==> src/rtl/kyber_decompress_stream_if.sv <==
// Stream bundle for kyber_decompress_stream: compressed beats in, decompressed beats out.
// The slave modport is the decompressor's view; the master modport is the driver/sink side.
interface kyber_decompress_stream_if #(
    parameter int LANES = 4
);
    logic                   i_valid;
    logic                   o_ready;
    logic [11*LANES-1:0]    i_coeff;
    logic [3:0]             i_d;
    logic                   o_valid;
    logic                   i_ready;
    logic [12*LANES-1:0]    o_coeff;
    logic                   o_last;
    logic                   o_range_err;

    modport master (
        output i_valid, i_coeff, i_d, i_ready,
        input  o_ready, o_valid, o_coeff, o_last, o_range_err
    );

    modport slave (
        input  i_valid, i_coeff, i_d, i_ready,
        output o_ready, o_valid, o_coeff, o_last, o_range_err
    );
endinterface

==> src/rtl/kyber_decompress_stream.sv <==
// Streaming multi-lane Kyber decompress: y = (x*Q + 2^(d-1)) >> d, 2-stage stall-able pipeline.
// Optional sticky range check on input coefficients is built when DECOMPRESS_RANGE_CHK_EN is defined.
module kyber_decompress_lane #(
    parameter int Q = 3329
) (
    input  logic        i_clk,
    input  logic        i_rstn,
    input  logic        ld1,
    input  logic        ld2,
    input  logic [3:0]  d_in,
    input  logic [3:0]  d_s1,
    input  logic [10:0] x_in,
    output logic [11:0] y_out
`ifdef DECOMPRESS_RANGE_CHK_EN
    ,
    output logic        hi_err
`endif
);
    logic        d_ok;
    logic        s1_ok;
    logic [10:0] mask;
    logic [10:0] x_m;
    logic [22:0] prod_d, prod_q;
    logic [22:0] rnd;
    logic [11:0] y_d, y_q;

    always_comb begin
        d_ok  = (d_in >= 4'd1) && (d_in <= 4'd11);
        mask  = '0;
        for (int b = 0; b < 11; b++) mask[b] = d_ok && (b < int'(d_in));
        x_m   = x_in & mask;
        prod_d = ld1 ? 23'(x_m) * 23'(Q) : prod_q;

        // An out-of-range d already zeroed the product; dropping rnd keeps the result at 0.
        s1_ok = (d_s1 >= 4'd1) && (d_s1 <= 4'd11);
        rnd   = s1_ok ? (23'd1 << (d_s1 - 4'd1)) : '0;
        y_d   = y_q;
        if (ld2) y_d = s1_ok ? 12'((prod_q + rnd) >> d_s1) : 12'd0;
    end

    always_ff @(posedge i_clk or negedge i_rstn) begin
        if (!i_rstn) begin
            prod_q <= '0;
            y_q    <= '0;
        end else begin
            prod_q <= prod_d;
            y_q    <= y_d;
        end
    end

    assign y_out = y_q;

`ifdef DECOMPRESS_RANGE_CHK_EN
    assign hi_err = d_ok && |(x_in & ~mask);
`endif
endmodule

module kyber_decompress_stream #(
    parameter int LANES  = 4,
    parameter int Q      = 3329,
    parameter int NCOEFF = 256
) (
    input  logic                 i_clk,
    input  logic                 i_rstn,
    kyber_decompress_stream_if.slave bus
);
    localparam int STAGES = 2;
    localparam int BEATS  = NCOEFF / LANES;
    localparam int CW     = (BEATS > 1) ? $clog2(BEATS) : 1;

    logic                    en;
    logic                    accept;
    logic [STAGES:1]         vld_pipe_d, vld_pipe_q;
    logic [CW-1:0]           cnt_d, cnt_q;
    logic                    last1_d, last1_q;
    logic                    last2_d, last2_q;
    logic [3:0]              d1_d, d1_q;
    logic [LANES-1:0][10:0]  x_in;
    logic [LANES-1:0][11:0]  y;

    assign x_in   = bus.i_coeff;
    assign en     = !vld_pipe_q[STAGES] | bus.i_ready;
    assign accept = bus.i_valid & en;

    always_comb begin
        vld_pipe_d = vld_pipe_q;
        cnt_d      = cnt_q;
        last1_d    = last1_q;
        last2_d    = last2_q;
        d1_d       = d1_q;
        // Whole pipe advances together, so bubbles move with the data.
        if (en) begin
            vld_pipe_d = {vld_pipe_q[STAGES-1:1], bus.i_valid};
            last1_d    = accept && (cnt_q == CW'(BEATS - 1));
            last2_d    = vld_pipe_q[1] & last1_q;
        end
        if (accept) begin
            d1_d  = bus.i_d;
            cnt_d = (cnt_q == CW'(BEATS - 1)) ? '0 : cnt_q + CW'(1);
        end
    end

    always_ff @(posedge i_clk or negedge i_rstn) begin
        if (!i_rstn) begin
            vld_pipe_q <= '0;
            cnt_q      <= '0;
            last1_q    <= 1'b0;
            last2_q    <= 1'b0;
            d1_q       <= '0;
        end else begin
            vld_pipe_q <= vld_pipe_d;
            cnt_q      <= cnt_d;
            last1_q    <= last1_d;
            last2_q    <= last2_d;
            d1_q       <= d1_d;
        end
    end

`ifdef DECOMPRESS_RANGE_CHK_EN
    logic [LANES-1:0] hi_err;
    logic             err_d, err_q;
`endif

    for (genvar k = 0; k < LANES; k++) begin : g_lane
        kyber_decompress_lane #(.Q(Q)) u_lane (
            .i_clk  (i_clk),
            .i_rstn (i_rstn),
            .ld1    (accept),
            .ld2    (en & vld_pipe_q[1]),
            .d_in   (bus.i_d),
            .d_s1   (d1_q),
            .x_in   (x_in[k]),
            .y_out  (y[k])
`ifdef DECOMPRESS_RANGE_CHK_EN
            ,
            .hi_err (hi_err[k])
`endif
        );
    end

`ifdef DECOMPRESS_RANGE_CHK_EN
    always_comb begin
        err_d = err_q;
        if (accept && ((bus.i_d == 4'd0) || (bus.i_d > 4'd11) || (|hi_err))) err_d = 1'b1;
    end

    always_ff @(posedge i_clk or negedge i_rstn) begin
        if (!i_rstn) err_q <= 1'b0;
        else         err_q <= err_d;
    end

    assign bus.o_range_err = err_q;
`else
    assign bus.o_range_err = 1'b0;
`endif

    assign bus.o_ready = en;
    assign bus.o_valid = vld_pipe_q[STAGES];
    assign bus.o_coeff = y;
    assign bus.o_last  = last2_q;
endmodule
==> src/flat_wrapper.sv <==
// flat-port wrapper written by rule: the top's interface ports become plain ports
module kyber_decompress_stream_flat 
#(
    parameter int LANES  = 4,
    parameter int Q      = 3329,
    parameter int NCOEFF = 256
)
  (i_clk, i_rstn, bus_i_valid, bus_i_coeff, bus_i_d, bus_i_ready, bus_o_ready, bus_o_valid, bus_o_coeff, bus_o_last, bus_o_range_err);
  kyber_decompress_stream_if #(.LANES(LANES)) bus_i ();
  input  logic i_clk;
  input  logic i_rstn;
  input wire logic [$bits(bus_i.i_valid)-1:0] bus_i_valid;
  input wire logic [$bits(bus_i.i_coeff)-1:0] bus_i_coeff;
  input wire logic [$bits(bus_i.i_d)-1:0] bus_i_d;
  input wire logic [$bits(bus_i.i_ready)-1:0] bus_i_ready;
  output wire logic [$bits(bus_i.o_ready)-1:0] bus_o_ready;
  output wire logic [$bits(bus_i.o_valid)-1:0] bus_o_valid;
  output wire logic [$bits(bus_i.o_coeff)-1:0] bus_o_coeff;
  output wire logic [$bits(bus_i.o_last)-1:0] bus_o_last;
  output wire logic [$bits(bus_i.o_range_err)-1:0] bus_o_range_err;
  assign bus_i.i_valid = bus_i_valid;
  assign bus_i.i_coeff = bus_i_coeff;
  assign bus_i.i_d = bus_i_d;
  assign bus_i.i_ready = bus_i_ready;
  assign bus_o_ready = bus_i.o_ready;
  assign bus_o_valid = bus_i.o_valid;
  assign bus_o_coeff = bus_i.o_coeff;
  assign bus_o_last = bus_i.o_last;
  assign bus_o_range_err = bus_i.o_range_err;
  kyber_decompress_stream #(.LANES(LANES), .Q(Q), .NCOEFF(NCOEFF)) u_core (.i_clk(i_clk), .i_rstn(i_rstn), .bus(bus_i));
endmodule
==> config.mk <==
export PLATFORM = sky130hd
export DESIGN_NAME = kyber_decompress_stream_flat
export DESIGN_NICKNAME = d
export VERILOG_FILES = /design/src/rtl/kyber_decompress_stream_if.sv /design/src/rtl/kyber_decompress_stream.sv /design/src/flat_wrapper.sv
export SDC_FILE = /design/constraint.sdc
export NUM_CORES = 1
export LEC_CHECK = 0
export BUFFER_PORTS_ARGS = -buffer_cell sky130_fd_sc_hd__buf_2
export CORE_MARGIN = 4
export CORE_UTILIZATION = 55
export DETAILED_ROUTE_END_ITERATION = 10
export PLACE_DENSITY_LB_ADDON = 0.25
export SETUP_SLACK_MARGIN = 0.4
export SYNTH_ARGS = -nofsm -noshare
export SYNTH_HDL_FRONTEND = slang
export SYNTH_SLANG_ARGS = --single-unit
==> constraint.sdc <==
create_clock -name i_clk -period 9.9 [get_ports i_clk]
set_input_delay 2.475 -clock i_clk [delete_from_list [all_inputs] [get_ports i_clk]]
set_output_delay 2.475 -clock i_clk [all_outputs]
set_load 0.05 [all_outputs]
-- After elaboration in Yosys (flattened, before gate mapping)
Index checks and enable logic that the tools add are counted.
Widths: inputs -> output; s select.
- bits in registers: 154
- output and inout bits: 52
- input bits: 52
- $mul: 4
- shifts and indexed selects: 5
- bitwise gates (word level): 8
- add/sub/neg operators: 6
- order comparisons: 15
- reduce and logical (&&, ||, !) cells: 15
- multiplexer cells: 6
- eq/ne operators: 1
- operators by type and width (operator ; number):
    $add 23x23->23 ; 4
    $mul 11x12->23 const B ; 4
    $shr 23x4->12 ; 4
    $mux 12 ; 4
    $and 11x11->11 ; 4
    $mux 23 ; 1
    $shl 1x4->23 const A ; 1
    $lt 3x4->1 const A ; 4
    $logic_and 1x1->1 ; 14
    $lt 4x4->1 const A ; 3
    $ge 4x1->1 const B ; 2
    $le 4x4->1 const B ; 2
    $lt 1x4->1 const A ; 2
    $lt 2x4->1 const A ; 2
    $add 6x1->6 const B ; 1
    $eq 6x6->1 const B ; 1
    $mux 6 ; 1
    $sub 4x1->4 const B ; 1
    $and 1x1->1 ; 3
    $logic_not 1->1 ; 1
    $or 1x1->1 ; 1

-- Longest topological paths before layout
Gate-level depths: netlist of the first run.
- depth in word-level cells: 6
- depth in mapped cells: 22

-- Hierarchy
A second synthesis of the first run with hierarchy kept.
- cell total of the unflattened synthesis: 2138
- area total of the unflattened synthesis: 19145.9 µm²
- by module, submodules not included (module ; seq. area each (µm²) ; times used ; cells an instance ; area each (µm²)):
    kyber_decompress_lane (u_core.g_lane[1].u_lane ...) ; 875.8 ; 2 ; 503 ; 4544.4
    kyber_decompress_lane (u_core.g_lane[2].u_lane) ; 875.8 ; 1 ; 554 ; 4778.3
    kyber_decompress_lane (u_core.g_lane[0].u_lane) ; 875.8 ; 1 ; 520 ; 4630.7
    kyber_decompress_stream ; 350.3 ; 1 ; 58 ; 648.1

-- Worst setup path before layout of the first run
Ideal clock, no wire load.
- kind: input port to flip-flop
- from: in bus_i_d[3]
- to: reg u_core.g_lane[2].u_lane.prod_q[22]
- data required time: 9.767 ns
- slack: 3.169 ns
- setup time: 0.133 ns
- data arrival time: 6.598 ns
- cell stages on the path: 20
- cell sequence: clkbuf_1 > nor2b_1 > and2_1 > clkbuf_1 > and3_1 > ha_1 > ha_1 > ha_1 > ha_1 > fa_1 > a21o_1 > a21oi_1 > o21bai_1 > a31o_2 > a21oi_1 > o21bai_1 > a211o_1 > a31oi_1 > xnor2_1 > o21ai_0
- cells in the longest elaborated chain, start to end: 5
- RTL lines (element ; line ; source):
    start: declaration ; flat_wrapper.sv:14 ; input wire logic [$bits(bus_i.i_d)-1:0] bus_i_d;
    $ge 4x1->1 / $le 4x4->1 (equally long branches) ; kyber_decompress_stream.sv:28 ; d_ok = (d_in >= 4'd1) && (d_in <= 4'd11);
    $logic_and 1x1->1 ; kyber_decompress_stream.sv:28 ;
    $logic_and 1x1->1 ; kyber_decompress_stream.sv:30 ; for (int b = 0; b < 11; b++) mask[b] = d_ok && (b < int'(d_in));
    $and 11x11->11 (*) ; kyber_decompress_stream.sv:31 ; x_m = x_in & mask;
    $mul 11x12->23 (*) ; kyber_decompress_stream.sv:32 ; prod_d = ld1 ? 23'(x_m) * 23'(Q) : prod_q;
    end signal: assignment ; kyber_decompress_stream.sv:46 ; prod_q <= prod_d;
    end: declaration ; kyber_decompress_stream.sv:23 ; logic [22:0] prod_d, prod_q;
Mark *: on every way between the ends. The rest lies on a longest branch, timed or not.
A chain may end at the register's enable or synchronous reset.

-- Worst setup path after layout of the first run
Ends and elaborated chain as after synthesis.

==> run metrics, run 1 <==
f_max=0.1400 GHz; CTS clk-pin slew, worst paths=0.06 ns; Synth cell types=100; Max Root-Sink Buffers=2; wire per inst=20.84 um; initial antenna violation count=0; Worst setup EP type=register; Slew Limit Headroom=0.1791; Die Span Y=192.1 um; Worst-Skew Late Latency=0.45 ns; GPL Wtd Cong=0.9502; hpwl dp=44260 um; TritonCTS Buffers=17; final setup violation count=0; Starting DRT DRC Count=1641; critical path type=primary input to register; vias per cell=6.289; most frequent cells in the layout=272 x ha_1, 240 x nand2_1, 151 x dfrtp_1, 127 x inv_1, 126 x o21ai_0; PnR Total Power=3.896 mW; Nets=2584; Detail Route Antenna Nets=0; root buffer cell=clkbuf_16; CP startpoint kind=primary input; largest fanout on the critical path=11; Yosys reg bits=154; CTS H-tree lvls=4; async set or reset register ratio after synthesis=1.000; period utilization=0.7214; Max-Cap Viols=0; setup TNS=0 ns; slew at the pin closest to its max-slew limit=1.214 ns; number of global-route vias before repair=15814; Power per Cell Area=194.2 nW/um^2; TritonRoute pass-1 iters=6; Final Max Slew Viols=0; hold crit path type=register to register; DIE WIDTH=192.1 um; DRC errors left=0; VDD IR max=179.9 uV; final hold viol count=0; CP Data Required Time=10.19 ns; area grow syn2layout=7.569%; starting density of the core=0.5575; gr usage total=0.3054; leakage power=10.22 nW; row cnt=67; IO Count=104; Critical Path AT=7.43 ns; fillers=3035; sequential fraction of the synthesis area=0.2067; crit path time final=7.142 ns; TritonCTS clock tree=built; RSZ-0062 raised after global routing=false; Remaining Overflow, GRT=0; most common cell after layout, fill and taps aside=ha_1; CTS Sinks=154; syn avg cell area=8.511 um^2; Post-synth EDFFs=0; post-CTS setup buffers=0; global-route wire length before repair=89070 um; total die area=36910 um^2; status=finished clean; routed vias=16925; hold_buf cts=0; share of cells above drive strength 1=0.1128; final setup skew=0.01132 ns; synth warn=0; Post-CTS Resized=0; Synth Instances=2191; Detailed Route WL=56090 um; Diodes inserted=0; Syn Std Cell Area=18650 um^2; core area=33450 um^2; port bufs=102; Synth Flop Type=dfrtp_1; largest net degree at the start of global routing=93
[stage by stage]
| stage | worst slack [ns] | cells | hold slack [ns] | cell area (um^2) | utilization |
|---|---|---|---|---|---|
| 6_report | 2.758 | 2691 | 0.4620 | 20060 | 0.5997 |
| 5_1_grt | 2.475 | 2691 | 0.4928 | 20060 | 0.5997 |
| 4_1_cts | 2.765 | 2691 | 0.4695 | 20060 | 0.5997 |
| 3_5_place_dp | 2.317 | 2660 | 0.4561 | 19500 | 0.5829 |
| 3_3_place_gp | 2.465 | 2660 | 0.4492 | 19500 | 0.5829 |
| 2_1_floorplan | 3.169 | 2211 | 0.4505 | 18720 | - |
[critical path, stage by stage]
cell	delay, ns
buf_2	0.18
nor2b_1	0.52
and2_1	0.49
and3_1	0.37
ha_1	0.29
ha_1	0.28
ha_1	0.31
ha_1	0.23
fa_1	0.41
a21o_1	0.19
a21oi_1	0.21
o21bai_1	0.12
a31o_2	0.25
a21oi_1	0.21
o21bai_1	0.11
a211o_1	0.30
a31oi_1	0.22
xnor2_1	0.15
o21ai_0	0.09
[state kept, by name (all words and copies together) (netlist names)]
signal,count
u_core.g_lane.u_lane.prod_q,92
u_core.bus.o_last,1
u_core.last1_q,1
u_core.vld_pipe_q,2
u_core.g_lane.u_lane.y_out,48
u_core.d1_q,4
u_core.cnt_q,6
[layer usage]
layer	track usage	wire, um
met1	0.4628	26480
met2	0.4488	23420
met3	0.04653	4815
met4	0.08886	1377
met5	0	0
[worst paths after layout]
kind                                                              start                                        endpoint  slack [ns]  cells after the start
max                                                          bus_i_d[3]  u_core.g_lane[2].u_lane.prod_q[22]$_DFFE_PN0P_        2.76                     19
min                        u_core.g_lane[0].u_lane.y_out[0]$_DFFE_PN0P_    u_core.g_lane[0].u_lane.y_out[0]$_DFFE_PN0P_        0.46                      2
max reg2reg                                  u_core.d1_q[1]$_DFFE_PN0P_    u_core.g_lane[2].u_lane.y_out[9]$_DFFE_PN0P_        3.86                     16
min reg2reg                u_core.g_lane[0].u_lane.y_out[0]$_DFFE_PN0P_    u_core.g_lane[0].u_lane.y_out[0]$_DFFE_PN0P_        0.46                      2
max in group asynchronous                                        i_rstn  u_core.g_lane[1].u_lane.prod_q[22]$_DFFE_PN0P_        6.50                      2
min in group asynchronous                                        i_rstn                     u_core.cnt_q[4]$_DFFE_PN0P_        2.07                      1
[report_power, final]
| group | switching (mW) | total (mW) | internal (mW) | leakage (nW) |
|---|---|---|---|---|
| Sequential | 0.181 | 0.989 | 0.808 | 1.98 |
| Clock | 0.274 | 0.644 | 0.370 | 0.264 |
| Combinational | 1.49 | 2.26 | 0.770 | 7.99 |
| Total | 1.95 | 3.90 | 1.95 | 10.2 |
[kinds of logic after synthesis]
logic type | synth area share
other | 0.0002011
adder cells (fa/ha/maj) | 0.2175
flip-flops | 0.2067
multiplexers | 0.07113
AND/OR/NAND/NOR | 0.1593
AO/OA/AOI/OAI | 0.2160
buffers and inverters | 0.05254
XOR/XNOR | 0.07670
[cell usage after synthesis (21+ instances only)]
library cell / instances / share of area
a211oi_1: 35 / 0.014
a21o_1: 52 / 0.021
a21oi_1: 112 / 0.030
a31oi_1: 24 / 0.0081
and2_1: 47 / 0.016
and3_1: 27 / 0.0091
buf_1: 21 / 0.0042
clkbuf_1: 87 / 0.018
dfrtp_1: 154 / 0.21
fa_1: 29 / 0.031
ha_1: 272 / 0.18
inv_1: 128 / 0.026
mux2_2: 44 / 0.027
mux2i_1: 65 / 0.035
nand2_1: 242 / 0.049
nand3_1: 42 / 0.011
nor2_1: 112 / 0.023
nor3_1: 25 / 0.0067
o21ai_0: 126 / 0.034
o31ai_1: 24 / 0.0097
xnor2_1: 105 / 0.049
xor2_1: 52 / 0.024
[area by class of cell]
class / instances / area (um^2) / area share
Inverter: 130 / 488.0 / 0.02433
Clock inverter: 11 / 125.1 / 0.006238
Sequential cell: 154 / 3860 / 0.1924
Multi-Input combinational cell: 1804 / 13910 / 0.6933
Clock buffer: 20 / 436.7 / 0.02177
Timing Repair Buffer: 124 / 681.9 / 0.03400
Tap cell: 448 / 560.5 / 0.02795
No activity file was read; power rests on OpenSTA's default activity.
==> run 2: changes to the inputs <==
ABC_AREA = 1   (was unset)
clock period = 6.5 ns   (was 9.9 ns; I/O delays follow)
==> run metrics, run 2 <==
DRC errors left=0; synth cell count leaders=1045 x nand2_1, 491 x nand3_1, 409 x inv_1, 272 x ha_1, 216 x nor2_1; core area=35480 um^2; Max-Cap Viols=0; share of cells above drive strength 1=0.06311; Worst-Skew Late Latency=0.46 ns; setup TNS=0 ns; total die area=39050 um^2; CTS H-tree lvls=4; gr usage total=0.3314; Post-synth EDFFs=0; hold crit path type=register to register; row cnt=69; CP max-delay cell=fa_1; ranking of synthesized cells by area=nand2_1 20%, dfrtp_1 19%, ha_1 17%; async set or reset register ratio after synthesis=1.000; CP startpoint kind=primary input; Synth Area in Compound Gates=0.08144; final hold viol count=0; Worst Path Buf+Inv=4; crit-path most repeated cell=ha_1; most common cell after layout, fill and taps aside=nand2_1; port bufs=102; simple-gate area share of the yosys netlist=0.4010; PnR Total Power=5.979 mW; global-route wire length before repair=103800 um; Synth cell types=46; Final Util=0.6008; initial antenna violation count=0; Max Root-Sink Buffers=2; hpwl dp=52090 um; VDD IR max=518.4 uV; Worst setup EP type=register; number of global-route vias before repair=19855; reg2reg setup slack=1.65 ns; vias per cell=5.670; area grow syn2layout=7.808%; TritonCTS Buffers=17; Synth area leader=nand2_1; CP Data Required Time=6.87 ns; final setup skew=0.01169 ns; Final Non-Filler Cells=3725; DIE WIDTH=197.6 um; Synth Flop Type=dfrtp_1; starting density of the core=0.5573; syn avg cell area=6.224 um^2; Detail Route Antenna Nets=0; wire per inst=17.43 um; Power per Cell Area=280.5 nW/um^2; fillers=3562; CTS clk-pin slew, worst paths=0.07 ns; hold path endpoint=u_core.g_lane[1].u_lane.y_out[1]$_DFFE_PN0P_; largest net degree at the start of global routing=88; hold path depth=2; most numerous cell in the Yosys netlist=nand2_1; Adder-Cell Fraction of Synth Area=0.2015; TritonCTS clock tree=built; largest family of logic cells by synthesized area=simple AND/OR/NAND/NOR gates; Nets=3604; slowest cell delay on critical path=0.48 ns; RSZ-0062 raised after global routing=false; Syn Std Cell Area=19770 um^2; Die Span Y=197.6 um; Yosys reg bits=154; GPL Wtd Cong=0.9918; leakage power=12.33 nW; top cell type's share of synthesized area=0.1984; post-CTS setup buffers=0; Detailed Route WL=64930 um; critical path type=primary input to register; Largest Register=u_core.g_lane.u_lane.prod_q; Critical Path AT=6.13 ns; Slew Limit Headroom=0.3549; IO Count=104; sequential fraction of the synthesis area=0.1949; Diodes inserted=0; routed vias=21121; final setup violation count=0; mux contribution to synthesized area=0; worst reg2reg path depth=14; synth warn=0; slew at the pin closest to its max-slew limit=0.9676 ns; f_max=0.1735 GHz; worst-path cell chain=buf_2 -> nand2_1 -> inv_1 -> a21oi_1 -> inv_1 -> a211oi_1 -> inv_1 -> nor2_1 -> ha_1 -> ha_1 -> ha_1 -> fa_1 -> ha_1 -> ha_1 -> nand2_1 -> o21ai_0 -> a21oi_1 -> o21ai_0 -> a21o_1 -> a21oi_1 -> or2_2 -> a31oi_1; worst r2r src=u_core.d1_q[0]$_DFFE_PN0P_; TritonRoute pass-1 iters=6; status=finished clean; max FFs per register=92; placed cells=3693; crit path time final=5.762 ns; Synth Instances=3177; post-synthesis xor/xnor area fraction=0.02303; root buffer cell=clkbuf_16; reg-to-reg endpoint=u_core.g_lane[2].u_lane.y_out[9]$_DFFE_PN0P_; hold_sp=u_core.g_lane[1].u_lane.y_out[1]$_DFFE_PN0P_; period utilization=0.8865; Remaining Overflow, GRT=0; most frequent cells in the layout=1044 x nand2_1, 491 x nand3_1, 408 x inv_1, 272 x ha_1, 214 x nor2_1; Starting DRT DRC Count=1788; largest fanout on the critical path=6; CTS Sinks=154; kind of cell adding the most delay to the critical path=adder cells; Final Max Slew Viols=0
[run 2: changes by cell type in the layout (fill, tap and decap cells not counted), moves of 51 or more]
cell / previous run / this run
inv_1: 127 / 408
nand3_1: 42 / 491
nand2_1: 240 / 1044
xnor2_1: 105 / 12
a21o_1: 52 / 1
mux2i_1: 65 / 0
nor2_1: 112 / 214
[run 2: what timing repair did]
action	CTS	global route
setup endpoints to repair	0	2
hold buffers	0	0
gates resized for setup	0	2
[run 2: worst reg2reg max path, cell delays in order (launching register included)]
cell     delay, ns
dfrtp_2       0.80
buf_4         0.67
nand2_1       0.35
nor2_1        0.69
ha_1          0.44
a21oi_1       0.34
o21ai_0       0.21
a21oi_1       0.21
nand3_1       0.17
nand3_1       0.15
nand3_1       0.13
nand3_1       0.15
nand3_1       0.11
nand3_1       0.22
nand2_1       0.08
[run 2: cells by family (layout without fill, tap and decap cells)]
group | after synthesis | count (layout)
AO/OA/AOI/OAI | 301 | 301
XOR/XNOR | 52 | 52
adder cells (fa/ha/maj) | 301 | 301
buffers and inverters | 503 | 570
flip-flops | 154 | 154
other | 1 | 21
AND/OR/NAND/NOR | 1865 | 1865
[run 2: per-stage QoR]
step	hold WS, ns	setup slack [ns]	area, um^2
detailed placement	0.4601	0.3000	20720
CTS	0.4785	0.7633	21310
finish	0.4733	0.7378	21320
floorplan	0.4317	0.7531	19850
global route	0.5034	0.4011	21320
global placement	0.4479	0.4321	20720
[run 2: layer usage]
layer / part of all wire / up-vias / GRT usage
met5: 0 / - / 0
met4: 0.027 / 0 / 0.09615
met2: 0.43 / 855 / 0.5089
met3: 0.081 / 130 / 0.04776
met1: 0.47 / 9686 / 0.4863
li1: - / 10450 / -
[run 2: power by group]
group	leakage (nW)	internal, mW	total, mW	switching, mW
Sequential	1.95	1.24	1.51	0.271
Combinational	10.1	0.991	3.42	2.43
Clock	0.284	0.590	1.05	0.464
[run 2: how the worst max path moves through the flow]
stage               start                                             end  slack, ns  depth (start not counted)
2_1_floorplan  bus_i_d[2]  u_core.g_lane[3].u_lane.prod_q[22]$_DFFE_PN0P_       0.75                         26
3_3_place_gp   bus_i_d[2]  u_core.g_lane[3].u_lane.prod_q[22]$_DFFE_PN0P_       0.43                         28
3_5_place_dp   bus_i_d[3]  u_core.g_lane[1].u_lane.prod_q[22]$_DFFE_PN0P_       0.30                         28
4_1_cts        bus_i_d[2]  u_core.g_lane[0].u_lane.prod_q[21]$_DFFE_PN0P_       0.76                         22
5_1_grt        bus_i_d[3]  u_core.g_lane[2].u_lane.prod_q[21]$_DFFE_PN0P_       0.40                         28
6_report       bus_i_d[2]  u_core.g_lane[0].u_lane.prod_q[21]$_DFFE_PN0P_       0.74                         22
[run 2: final cells by class]
| class | instances | area (um^2) | share of cell area |
|---|---|---|---|
| clock buffers | 20 | 456.7 | 0.02142 |
| flip-flops and latches | 154 | 3856 | 0.1809 |
| repair buffers | 120 | 651.9 | 0.03058 |
| multi-input cells | 2540 | 14070 | 0.6601 |
| inverters | 418 | 1569 | 0.07360 |
| well taps | 461 | 576.8 | 0.02706 |
| clock inverters | 12 | 136.4 | 0.006397 |
